`src/rtl/cache_mem_pkg.sv`:
```
// Shared cache/memory definitions: refill FSM state encoding and default geometry.
// The FWD state exists only when WB_FORWARD_EN is defined.
package cache_mem_pkg;

    localparam int DEF_BLOCK_SIZE = 32'd256;
    localparam int DEF_ADDR_WIDTH = 32'd16;

`ifdef WB_FORWARD_EN
    typedef enum logic [2:0] {
        ST_IDLE     = 3'd0,
        ST_SETTLE   = 3'd1,
        ST_WAIT_RDY = 3'd2,
        ST_RESP     = 3'd3,
        ST_FWD      = 3'd4
    } rd_state_e;
`else
    typedef enum logic [2:0] {
        ST_IDLE     = 3'd0,
        ST_SETTLE   = 3'd1,
        ST_WAIT_RDY = 3'd2,
        ST_RESP     = 3'd3
    } rd_state_e;
`endif

endpackage

```
`src/rtl/mem_refill_initiator_wb_fifo.sv`:
```
// Writeback FIFO (module wb_fifo) with an age-ordered address-match vector.
// The peek port for forwarding exists only when WB_FORWARD_EN is defined.
module wb_fifo
    import cache_mem_pkg::*;
#(
    parameter int BLOCK_SIZE = DEF_BLOCK_SIZE,
    parameter int ADDR_WIDTH = DEF_ADDR_WIDTH,
    parameter int DEPTH      = 32'd4
) (
    input  logic                       clk,
    input  logic                       rst,
    input  logic                       push,
    input  logic [ADDR_WIDTH-1:0]      push_addr,
    input  logic [BLOCK_SIZE-1:0]      push_block,
    input  logic                       pop,
    output logic                       full,
    output logic                       empty,
    output logic [ADDR_WIDTH-1:0]      head_addr,
    output logic [BLOCK_SIZE-1:0]      head_block,
    input  logic [ADDR_WIDTH-1:0]      match_addr,
`ifdef WB_FORWARD_EN
    input  logic [$clog2(DEPTH)-1:0]   peek_age,
    output logic [BLOCK_SIZE-1:0]      peek_block,
`endif
    output logic [DEPTH-1:0]           match_vec
);

    localparam int PTR_W = $clog2(DEPTH);
    localparam int CNT_W = PTR_W + 32'd1;

    logic [ADDR_WIDTH-1:0] addr_mem_r  [DEPTH];
    logic [BLOCK_SIZE-1:0] block_mem_r [DEPTH];
    logic [PTR_W-1:0]      wr_ptr_r;
    logic [PTR_W-1:0]      rd_ptr_r;
    logic [CNT_W-1:0]      count_r;

    // Entry storage, written at the tail on every accepted push.
    always_ff @(posedge clk) begin
        if (push) begin
            addr_mem_r[wr_ptr_r]  <= push_addr;
            block_mem_r[wr_ptr_r] <= push_block;
        end
    end

    // Pointers wrap at DEPTH; count disambiguates full from empty.
    always_ff @(posedge clk) begin
        if (rst) begin
            wr_ptr_r <= {PTR_W{1'b0}};
            rd_ptr_r <= {PTR_W{1'b0}};
            count_r  <= {CNT_W{1'b0}};
        end else begin
            if (push) begin
                wr_ptr_r <= wr_ptr_r + PTR_W'(1);
            end
            if (pop) begin
                rd_ptr_r <= rd_ptr_r + PTR_W'(1);
            end
            case ({push, pop})
                2'b10:   count_r <= count_r + CNT_W'(1);
                2'b01:   count_r <= count_r - CNT_W'(1);
                default: count_r <= count_r;
            endcase
        end
    end

    assign full       = (count_r == CNT_W'(DEPTH));
    assign empty      = (count_r == {CNT_W{1'b0}});
    assign head_addr  = addr_mem_r[rd_ptr_r];
    assign head_block = block_mem_r[rd_ptr_r];

`ifdef WB_FORWARD_EN
    logic [PTR_W-1:0] peek_idx_s;
    assign peek_idx_s = rd_ptr_r + peek_age;
    assign peek_block = block_mem_r[peek_idx_s];
`endif

    // Bit k covers the entry of age k (0 = oldest); only occupied slots can hit.
    always_comb begin
        match_vec = {DEPTH{1'b0}};
        for (int k = 0; k < DEPTH; k++) begin
            logic [PTR_W-1:0] idx_s;
            idx_s        = rd_ptr_r + PTR_W'(k);
            match_vec[k] = (CNT_W'(k) < count_r) && (addr_mem_r[idx_s] == match_addr);
        end
    end

endmodule

```
`src/rtl/mem_refill_initiator.sv`:
```
// Cache refill initiator: read FSM with settle window plus a writeback drain FIFO.
// WB_FORWARD_EN: forward hazarding requests from the FIFO instead of stalling them.
module mem_refill_initiator
    import cache_mem_pkg::*;
#(
    parameter int BLOCK_SIZE    = DEF_BLOCK_SIZE,
    parameter int ADDR_WIDTH    = DEF_ADDR_WIDTH,
    parameter int WB_DEPTH      = 32'd4,
    parameter int SETTLE_CYCLES = 32'd2
) (
    input  logic                  clk,
    input  logic                  rst,
    input  logic                  req_valid,
    input  logic [ADDR_WIDTH-1:0] req_addr,
    output logic                  req_ready,
    output logic                  resp_valid,
    output logic [BLOCK_SIZE-1:0] resp_block,
    input  logic                  wb_valid,
    input  logic [ADDR_WIDTH-1:0] wb_addr,
    input  logic [BLOCK_SIZE-1:0] wb_block,
    output logic                  wb_ready,
    output logic [ADDR_WIDTH-1:0] mem_r_addr,
    input  logic                  mem_block_ready,
    input  logic [BLOCK_SIZE-1:0] mem_q,
    output logic                  mem_we,
    output logic [ADDR_WIDTH-1:0] mem_w_addr,
    output logic [BLOCK_SIZE-1:0] mem_block,
    input  logic                  mem_fifo_full
);

    localparam int SET_W = $clog2(SETTLE_CYCLES + 32'd2);

    rd_state_e             state_r;
    logic [SET_W-1:0]      settle_cnt_r;
    logic                  resp_valid_r;
    logic [BLOCK_SIZE-1:0] resp_block_r;
    logic [ADDR_WIDTH-1:0] mem_r_addr_r;

    logic                  wb_full_s;
    logic                  wb_empty_s;
    logic                  wb_push_s;
    logic                  wb_pop_s;
    logic [WB_DEPTH-1:0]   match_vec_s;
    logic                  push_hit_s;
    logic                  hazard_s;
    logic                  accept_s;

`ifdef WB_FORWARD_EN
    localparam int PTR_W = $clog2(WB_DEPTH);
    logic [PTR_W-1:0]      fwd_age_s;
    logic [BLOCK_SIZE-1:0] peek_block_s;
    logic [BLOCK_SIZE-1:0] fwd_block_s;
`endif

    // No pop credit: a full FIFO refuses pushes even in a cycle it drains.
    assign wb_ready   = !wb_full_s;
    assign wb_push_s  = wb_valid && !wb_full_s;
    assign mem_we     = !rst && !wb_empty_s && !mem_fifo_full;
    assign wb_pop_s   = mem_we;

    assign push_hit_s = wb_push_s && (wb_addr == req_addr);
    assign hazard_s   = push_hit_s || (|match_vec_s);

`ifdef WB_FORWARD_EN
    assign req_ready  = !rst && (state_r == ST_IDLE);
`else
    assign req_ready  = !rst && (state_r == ST_IDLE) && !hazard_s;
`endif
    assign accept_s   = req_valid && req_ready;

    wb_fifo #(
        .BLOCK_SIZE (BLOCK_SIZE),
        .ADDR_WIDTH (ADDR_WIDTH),
        .DEPTH      (WB_DEPTH)
    ) u_wb_fifo (
        .clk        (clk),
        .rst        (rst),
        .push       (wb_push_s),
        .push_addr  (wb_addr),
        .push_block (wb_block),
        .pop        (wb_pop_s),
        .full       (wb_full_s),
        .empty      (wb_empty_s),
        .head_addr  (mem_w_addr),
        .head_block (mem_block),
        .match_addr (req_addr),
`ifdef WB_FORWARD_EN
        .peek_age   (fwd_age_s),
        .peek_block (peek_block_s),
`endif
        .match_vec  (match_vec_s)
    );

`ifdef WB_FORWARD_EN
    // Youngest match wins; a same-cycle push is younger than anything queued.
    always_comb begin
        fwd_age_s = {PTR_W{1'b0}};
        for (int k = 0; k < WB_DEPTH; k++) begin
            fwd_age_s = match_vec_s[k] ? PTR_W'(k) : fwd_age_s;
        end
        fwd_block_s = push_hit_s ? wb_block : peek_block_s;
    end
`endif

    // Read FSM: accept, ignore memory during settle, capture, pulse response.
    always_ff @(posedge clk) begin
        if (rst) begin
            state_r      <= ST_IDLE;
            settle_cnt_r <= {SET_W{1'b0}};
            resp_valid_r <= 1'b0;
            resp_block_r <= {BLOCK_SIZE{1'b0}};
            mem_r_addr_r <= {ADDR_WIDTH{1'b0}};
        end else begin
            resp_valid_r <= 1'b0;
            case (state_r)
                ST_IDLE: begin
                    if (accept_s) begin
`ifdef WB_FORWARD_EN
                        if (hazard_s) begin
                            resp_block_r <= fwd_block_s;
                            resp_valid_r <= 1'b1;
                            state_r      <= ST_FWD;
                        end else begin
                            mem_r_addr_r <= req_addr;
                            settle_cnt_r <= SET_W'(SETTLE_CYCLES);
                            state_r      <= ST_SETTLE;
                        end
`else
                        mem_r_addr_r <= req_addr;
                        settle_cnt_r <= SET_W'(SETTLE_CYCLES);
                        state_r      <= ST_SETTLE;
`endif
                    end else begin
                        state_r <= ST_IDLE;
                    end
                end
                ST_SETTLE: begin
                    settle_cnt_r <= settle_cnt_r - SET_W'(1);
                    if (settle_cnt_r <= SET_W'(1)) begin
                        state_r <= ST_WAIT_RDY;
                    end else begin
                        state_r <= ST_SETTLE;
                    end
                end
                ST_WAIT_RDY: begin
                    if (mem_block_ready) begin
                        resp_block_r <= mem_q;
                        resp_valid_r <= 1'b1;
                        state_r      <= ST_RESP;
                    end else begin
                        state_r <= ST_WAIT_RDY;
                    end
                end
                ST_RESP: state_r <= ST_IDLE;
`ifdef WB_FORWARD_EN
                ST_FWD:  state_r <= ST_IDLE;
`endif
                default: state_r <= ST_IDLE;
            endcase
        end
    end

    assign resp_valid = resp_valid_r;
    assign resp_block = resp_block_r;
    assign mem_r_addr = mem_r_addr_r;

endmodule

```
`config.mk`:
```
export PLATFORM = sky130hd
export DESIGN_NAME = mem_refill_initiator
export DESIGN_NICKNAME = d
export VERILOG_FILES = /design/src/rtl/cache_mem_pkg.sv /design/src/rtl/mem_refill_initiator_wb_fifo.sv /design/src/rtl/mem_refill_initiator.sv
export SDC_FILE = /design/constraint.sdc
export NUM_CORES = 1
export LEC_CHECK = 0
export CELL_PAD_IN_SITES_DETAIL_PLACEMENT = 1
export CELL_PAD_IN_SITES_GLOBAL_PLACEMENT = 2
export CORE_AREA = 3 3 431 433
export CTS_CLUSTER_SIZE = 14
export DETAILED_ROUTE_END_ITERATION = 7
export DIE_AREA = 0 0 434 436
export DONT_BUFFER_PORTS = 1
export MAX_ROUTING_LAYER = met4
export PLACE_DENSITY = 0.65
export SYNTH_ARGS = -nofsm -noshare
export SYNTH_HDL_FRONTEND = slang
export SYNTH_SLANG_ARGS = --single-unit
```
`constraint.sdc`:
```
create_clock -name clk -period 9.8 [get_ports clk]
set_input_delay 1.96 -clock clk [delete_from_list [all_inputs] [get_ports clk]]
set_output_delay 1.96 -clock clk [all_outputs]
set_load 0.02 [all_outputs]
```
==> impl_summary.txt, run 1 <==
----------------------------------------------------
[Pwr]
  Peak supply drop ... 197.2 µV
  Static Leakage ... 17.73 nW
  Total power divided by cell area ... 240.8 nW/µm²

[Worst hold path]
  Hold Path Depth ... 2
  HP Start ... settle_cnt_r[0]
  Worst Hold Class ... reg2reg
  Endpoint of the worst hold path ... settle_cnt_r[0]

[Yosys]
  Portion of netlist area occupied by mux cells ... 14.10%
  Ys flop type ... sky130_fd_sc_hd__edfxtp_1
  Post-synth top area share ... 63.97%
  Synth Area in Simple Gates ... 4.598%
  Combinational family with the most area after synthesis ... multiplexers
  Yosys warns ... 0
  Number of distinct library cells after synthesis ... 46
  Post-synth design cell area ... 51080 µm²
  Largest area contributor in the synthesized netlist ... sky130_fd_sc_hd__edfxtp_1
  Cell types with the largest area share after synthesis ... sky130_fd_sc_hd__edfxtp_1, sky130_fd_sc_hd__mux4_2, sky130_fd_sc_hd__dfxtp_1
  Per-instance average area after synthesis ... 17.78 µm²
  Parity-gate share of the synthesized area counting xor and xnor cells ... 1.458%
  Post-synth EDFFs ... 1088
  Mapped Nets ... 3433
  Compound-Gate Fraction of Synth Area ... 2.851%
  Number of synthesized register bits ... 1374
  Sequential element share of the synthesized area ... 75.18%
  Post-synth ARST share ... 0%
  Cells after Synth ... 2873
  Synth Area in Adders ... 0.2450%

[GRT]
  Global-route wire length before repair ... 207.8 mm
  Vias in the first global route ... 26930
  Number of antenna violations at the first check in global routing ... 3
  Global routing usage summed across all routing layers ... 15.76%
  Largest net degree at the start of global routing ... 287
  Total congestion overflow ... 0

[Clocking]
  Cell at the root of the clock tree ... sky130_fd_sc_hd__clkbuf_16
  CTS sink count ... 1374
  Number of buffers inserted for hold repair after clock tree synthesis ... 0
  CTS clk-pin slew, worst paths ... 0.06 ns
  CTS tree ... done
  Num CTS Buffers ... 149
  Post-CTS setup buffer count ... 0
  Post-cts gate resize count ... 0
  Max Buffers Root-to-Sink ... 3
  # H-tree levels ... 4
  Insertion delay to the later sink of the worst-skew pair ... 0.78 ns

[Placement]
  Post-detail-place hpwl ... 103.7 mm
  Number of placed instances with taps included ... 5106
  Routability cong. ... 0.8477
  Count of buffers from port buffering ... 0

[Critical path]
  Number of cells traversed by the worst register-to-register path ... 10
  Largest driver fanout on the critical path ... 90
  Worst-case register-to-register setup slack ... 5.53 ns
  WP data required ... 7.84 ns
  Data arrival at the endpoint of the critical path ... 3.93 ns
  Slowest cell on crit path ... sky130_fd_sc_hd__mux4_2
  Startpoint class of the critical path ... flip-flop
  R2r endpoint ... mem_r_addr[12]
  CP peak stage delay ... 0.71 ns
  Cells along the critical path ... buf_12 -> mux4_2 -> xnor2_1 -> nand4_1 -> nor4_1 -> a32oi_1 -> and3b_1
  Critical path start-end classification ... reg2out
  Endpoint class of the critical path ... output pin

[Timing]
  Number of setup violations in the final report ... 0
  Slew at the pin with the worst max-slew slack ... 1.077 ns
  Setup TNS ... 0 ns
  Setup repair after global routing missed its margin ... no
  Max_slew headroom ... 28.23%
  Min Clock Period, post-route ... 5.886 ns
  Final-report hold violation count ... 0
  Timing-limited maximum frequency ... 0.1699 GHz
  Post-route fraction of the period consumed by the critical path ... 60.06%
  Max-slew violation count ... 0
  Clk_skew ... 0.03004 ns

[Cells and area]
  Fraction of final layout cells with drive strength greater than 1 ... 18.53%
  Net count reported at finish ... 3432
  Fin cells ... 5376
  Area delta synth->final ... 14.47%
  Final-layout fill cell count ... 18500

[Drt]
  Vias post-DR ... 25500
  First-pass iteration count of the detailed router ... 5
  Violation count after the first detailed-routing iteration ... 1497
  Via-per-instance ratio ... 4.743
  Antenna viol nets, final ... 0
  Number of DRC violations after detailed routing ... 0
  Routed WL ... 150.0 mm
  Mean routed wirelength per cell ... 27.90 µm

[Floorplanning]
  Starting Density ... 27.99%
  Boundary Pins ... 1098
  Width of the die ... 434 µm
  Overall die area ... 189200 µm²
  Core Region ... 182500 µm²
  Height of the die ... 436 µm
  Number of rows in the core area ... 157

[Job]
  # Max-Cap Violations ... 0

[Run status]
  Status ... finished clean

----------------------------------------------------
how the worst max path moves through the flow:
| stage | start | endpoint | slack (ns) | depth (start not counted) |
|---|---|---|---|---|
| 5_1_grt | flip-flop | mem_block[142] | 3.46 | 3 |
| 2_1_floorplan | wb_valid | u_wb_fifo.addr_mem_r[0][0] | 0.96 | 1 |
| 6_report | flip-flop | req_ready | 3.91 | 7 |
| 4_1_cts | flip-flop | mem_block[142] | 3.62 | 3 |
| 3_5_place_dp | req_addr[9] | req_ready | 4.42 | 6 |
| 3_3_place_gp | req_addr[9] | req_ready | 4.31 | 6 |
layer usage:
| metal | vias to the layer above | global-route usage, % | part of all wire, % |
|---|---|---|---|
| met5 | - | - | 0 |
| met4 | 0 | 6.498 | 4.4 |
| met3 | 224 | 7.291 | 11 |
| met2 | 986 | 26.45 | 51 |
| met1 | 13270 | 15.73 | 34 |
| li1 | 11020 | - | - |
critical path, delay by kind of cell, from the launching register on:
family / cells / cell delay [ns]
multiplexers: 1 / 0.71
AND/OR/NAND/NOR: 3 / 0.70
XOR/XNOR: 1 / 0.20
buffers and inverters: 1 / 0.61
AO/OA/AOI/OAI: 1 / 0.12
flip-flops: 1 / 0.68
power breakdown:
part | switching (W) | total (W) | internal, W | leakage, nW
sequential | 0.000199 | 0.00685 | 0.00665 | 12.3
clock | 0.00236 | 0.00545 | 0.00308 | 2.32
combinational | 0.00117 | 0.00178 | 0.000609 | 3.10
total | 0.00373 | 0.0141 | 0.0103 | 17.7
final cells by class:
class	count	area, µm²	share of cell area, %
well taps	2385	2984	5.104
multi-input cells	1312	11910	20.37
inverters	10	37.54	0.06420
clock buffers	187	3983	6.812
diodes	1	2.502	0.004280
repair buffers	25	337.8	0.5778
flip-flops and latches	1374	38410	65.69
clock inverters	82	803.3	1.374
cell usage in the layout (no fill, tap or decap), types with 6 or more instances in the layout:
master,synthesis,final
sky130_fd_sc_hd__bufinv_16,0,6
sky130_fd_sc_hd__clkinv_2,0,26
sky130_fd_sc_hd__mux4_1,6,6
sky130_fd_sc_hd__nor3_1,9,9
sky130_fd_sc_hd__mux4_2,294,294
sky130_fd_sc_hd__ha_1,10,10
sky130_fd_sc_hd__xnor2_1,46,46
sky130_fd_sc_hd__a21oi_1,261,261
sky130_fd_sc_hd__nand4_1,9,9
sky130_fd_sc_hd__nand2_1,519,518
sky130_fd_sc_hd__nor4_1,10,10
sky130_fd_sc_hd__dfxtp_1,286,282
sky130_fd_sc_hd__clkbuf_8,0,9
sky130_fd_sc_hd__clkinv_1,0,23
sky130_fd_sc_hd__buf_4,8,13
sky130_fd_sc_hd__buf_12,2,12
sky130_fd_sc_hd__nor2_1,29,29
sky130_fd_sc_hd__xor2_1,39,39
sky130_fd_sc_hd__edfxtp_1,1088,1088
sky130_fd_sc_hd__clkbuf_1,127,28
sky130_fd_sc_hd__clkbuf_16,0,150
sky130_fd_sc_hd__clkinvlp_4,0,8
sky130_fd_sc_hd__inv_1,9,9
sky130_fd_sc_hd__mux2i_1,39,39
cell families (layout without fill, tap and decap cells):
kind of cell	after synthesis	after routing
adder cells (fa/ha/maj)	10	10
flip-flops	1374	1374
XOR/XNOR	85	85
multiplexers	342	342
other	0	1
AND/OR/NAND/NOR	595	595
buffers and inverters	187	304
AO/OA/AOI/OAI	280	280
flip-flops by register name, indices dropped and copies added (netlist names), named ones only:
name,flops
mem_r_addr,16
resp_block,256
resp_valid,1
settle_cnt_r,2
state_r,2
u_wb_fifo.addr_mem_r,64
u_wb_fifo.block_mem_r,1024
u_wb_fifo.count_r,3
u_wb_fifo.rd_ptr_r,2
u_wb_fifo.wr_ptr_r,2
cells in the mapped netlist, drive strengths merged (4+ instances only):
cell type	n
mux2i	39
edfxtp	1088
inv	10
a21oi	261
ha	10
nand2	519
nand3	4
mux4	300
and3	4
xnor2	46
dfxtp	286
nor2	29
nand4	9
nor3	9
buf	50
nor4	10
clkbuf	127
xor2	39
through the flow:
step | setup WS [ns] | hold WS, ns | power, W | util (%) | instance area, µm²
2_1_floorplan | 0.9556 | 0.4560 | 0.008369 | - | 51080
3_3_place_gp | 4.307 | 0.4720 | 0.008799 | 29.41 | 53680
3_5_place_dp | 4.422 | 0.4864 | 0.008812 | 29.41 | 53680
4_1_cts | 3.619 | 0.4947 | 0.01431 | 32.04 | 58460
5_1_grt | 3.463 | 0.5269 | 0.01464 | 32.04 | 58470
6_report | 3.914 | 0.4909 | 0.01408 | 32.04 | 58470
(Power assumes the default switching activity.)
==> inputs of run 2 (changes only) <==
--- a/config.mk
+++ b/config.mk
@@ -13,7 +13,7 @@
 export DIE_AREA = 0 0 434 436
 export DONT_BUFFER_PORTS = 1
 export MAX_ROUTING_LAYER = met4
-export PLACE_DENSITY = 0.65
+export PLACE_DENSITY = 0.67
 export SYNTH_ARGS = -nofsm -noshare
 export SYNTH_HDL_FRONTEND = slang
 export SYNTH_SLANG_ARGS = --single-unit
==> constraint.sdc (replaced) <==
create_clock -name clk -period 5.15 [get_ports clk]
set_input_delay 1.03 -clock clk [delete_from_list [all_inputs] [get_ports clk]]
set_output_delay 1.03 -clock clk [all_outputs]
set_load 0.02 [all_outputs]
==> impl_summary.txt, run 2 (same netlist as run 1, synthesis figures left out) <==
----------------------------------------------------
[Run status]
  Status ... finished clean

[Drt]
  Antenna viol nets, final ... 0 (unchanged)
  Routed WL ... 152.9 mm (+2.0%)
  Number of DRC violations after detailed routing ... 0 (unchanged)
  Via-per-instance ratio ... 4.794 (+1.1%)
  Violation count after the first detailed-routing iteration ... 1708 (+14%)
  Vias post-DR ... 25950 (+1.8%)
  Mean routed wirelength per cell ... 28.24 µm (+1.2%)
  First-pass iteration count of the detailed router ... 5 (unchanged)

[Critical path]
  Endpoint class of the critical path ... output pin
  Critical path startpoint ... u_wb_fifo.rd_ptr_r[0]
  Total buffers and inverters traversed by the critical path ... 1 (unchanged)
  Worst path depth ... 7 (unchanged)
  Cells along the critical path ... buf_12 -> mux4_1 -> xnor2_1 -> nand4_1 -> nor4_1 -> a32oi_1 -> and3b_1
  Data arrival at the endpoint of the critical path ... 3.52 ns (-0.41 ns)
  Largest driver fanout on the critical path ... 29 (-68%)
  Largest delay share family, worst path ... simple AND/OR/NAND/NOR gates
  Startpoint class of the critical path ... flip-flop
  WP data required ... 4.12 ns (-3.72 ns)
  Critical path start-end classification ... reg2out
  Startpoint of the worst register-to-register path ... u_wb_fifo.rd_ptr_r[0]
  CP peak stage delay ... 0.69 ns (-0.02 ns)
  Number of cells traversed by the worst register-to-register path ... 10 (unchanged)
  Slowest cell on crit path ... sky130_fd_sc_hd__dfxtp_2

[Worst hold path]
  Hold Path Depth ... 0 (-2)
  Worst Hold Class ... in2reg
  HP Start ... wb_block[153]

[Cells and area]
  Area used by multi-input combinational logic ... 11910 µm² (unchanged)
  Commonest non-fill, non-tap cell in the layout ... sky130_fd_sc_hd__edfxtp_1
  Area delta synth->final ... 15.63%
  Largest reg by FF count ... u_wb_fifo.block_mem_r
  Fraction of final layout cells with drive strength greater than 1 ... 19.23% (+0.70 points)
  Fin cells ... 5414 (+0.71%)
  Net count reported at finish ... 3463 (+0.90%)
  Area used by sequential logic in the layout ... 38410 µm² (unchanged)
  Finished Cell Area ... 59060 µm² (+1.0%)
  Largest register FFs ... 1024 (unchanged)
  Top library cells by usage in the layout, fill and taps aside ... sky130_fd_sc_hd__edfxtp_1, sky130_fd_sc_hd__nand2_1, sky130_fd_sc_hd__mux4_2, sky130_fd_sc_hd__dfxtp_1, sky130_fd_sc_hd__a21oi_1
  Final-layout fill cell count ... 18540 (+0.22%)

[Clocking]
  Insertion delay to the later sink of the worst-skew pair ... 0.79 ns (about the same)
  Num CTS Buffers ... 150 (+0.67%)
  Post-cts gate resize count ... 0 (unchanged)
  CTS tree ... done
  CTS sink count ... 1374 (unchanged)
  Max Buffers Root-to-Sink ... 3 (unchanged)
  Post-CTS setup buffer count ... 0 (unchanged)
  Number of buffers inserted for hold repair after clock tree synthesis ... 0 (unchanged)
  CTS clk-pin slew, worst paths ... 0.06 ns (about the same)
  # H-tree levels ... 4 (unchanged)
  Cell at the root of the clock tree ... sky130_fd_sc_hd__clkbuf_16

[Timing]
  Setup repair after global routing missed its margin ... no
  Max-slew violation count ... 0 (unchanged)
  Clk_skew ... 0.04441 ns (+0.01437 ns)
  Slew at the pin with the worst max-slew slack ... 1.353 ns (+0.2765 ns)
  Post-route fraction of the period consumed by the critical path ... 88.32%
  Number of setup violations in the final report ... 0 (unchanged)
  Min Clock Period, post-route ... 4.548 ns
  Final-report hold violation count ... 0 (unchanged)
  Timing-limited maximum frequency ... 0.2199 GHz
  Max_slew headroom ... 9.797% (-18 points)
  Setup TNS ... 0 ns (unchanged)

[GRT]
  Number of antenna violations at the first check in global routing ... 2 (-1)
  Total congestion overflow ... 0 (unchanged)
  Vias in the first global route ... 27410 (+1.8%)
  Largest net degree at the start of global routing ... 287 (unchanged)
  Global-route met3 utilization ... 7.045% (-0.25 points)
  Global Route met2 Usage ... 27.58% (+1.1 points)
  Global-route wire length before repair ... 212.3 mm (+2.2%)
  Grt met1 use ... 15.85% (+0.12 points)
  Busiest layer in global routing ... met2
  Global routing usage summed across all routing layers ... 16.12% (+0.36 points)

[Placement]
  Cell area after placement ... 54040 µm² (+0.68%)
  Count of buffers from port buffering ... 0 (unchanged)
  Routability cong. ... 0.8404 (-0.86%)
  Post-detail-place hpwl ... 107.3 mm (+3.5%)
  Number of placed instances with taps included ... 5136 (+0.59%)

[Pwr]
  Total power after layout ... 0.02715 W (+93%)
  Peak supply drop ... 385.5 µV (+96%)
  Total power divided by cell area ... 459.8 nW/µm² (+91%)
  Static Leakage ... 18.01 nW (+1.6%)

[Floorplanning]
  Number of rows in the core area ... 157 (unchanged)
  Height of the die ... 436 µm (unchanged)
  Overall die area ... 189200 µm² (unchanged)
  Starting Density ... 27.99% (unchanged)
  Core Region ... 182500 µm² (unchanged)
  Width of the die ... 434 µm (unchanged)
  Boundary Pins ... 1098 (unchanged)

[Job]
  # Max-Cap Violations ... 0 (unchanged)

----------------------------------------------------
[run 2: cell count changes in the layout (fill, tap and decap cells not counted), moves of 5 or more]
cell	delta
sky130_fd_sc_hd__buf_12	+11
sky130_fd_sc_hd__bufinv_16	+5
sky130_fd_sc_hd__inv_16	-5
sky130_fd_sc_hd__clkbuf_1	+7
sky130_fd_sc_hd__clkinv_2	-5
sky130_fd_sc_hd__buf_4	+19
sky130_fd_sc_hd__clkinv_16	+5
[run 2: cell type report]
class / instances / area share (%)
antenna: 2 / 0.008474
clock buffer: 195 / 6.830
clock inverter: 81 / 1.655
inverter: 10 / 0.06356
multi-input combinational: 1312 / 20.17
sequential: 1374 / 65.03
tap: 2385 / 5.053
timing repair buffer: 55 / 1.186
[run 2: final timing paths]
check	end	slack, ns
worst max-delay path	req_ready	0.60
worst min-delay path	u_wb_fifo.block_mem_r[0][153]	0.33
worst max register to register	mem_r_addr[4]	1.45
worst min register to register	settle_cnt_r[0]	0.49
[run 2: stage by stage]
stage	setup slack (ns)	hold WS, ns	util (%)
2_1_floorplan	0.3723	0.4560	-
3_3_place_gp	1.316	0.4661	29.61
3_5_place_dp	1.352	0.4912	29.61
4_1_cts	0.4744	0.2342	32.36
5_1_grt	0.3765	0.2415	32.36
6_report	0.6015	0.3316	32.36
[run 2: routing by layer]
metal | wire length (µm) | vias up
li1 | - | 11090
met1 | 51000 | 13560
met2 | 78940 | 1059
met3 | 16230 | 244
met4 | 6726 | 0
met5 | 0 | -
[run 2: power breakdown]
part	switching, W	internal, W
Combinational	0.00219	0.00121
Sequential	0.000407	0.0126
Clock	0.00453	0.00617
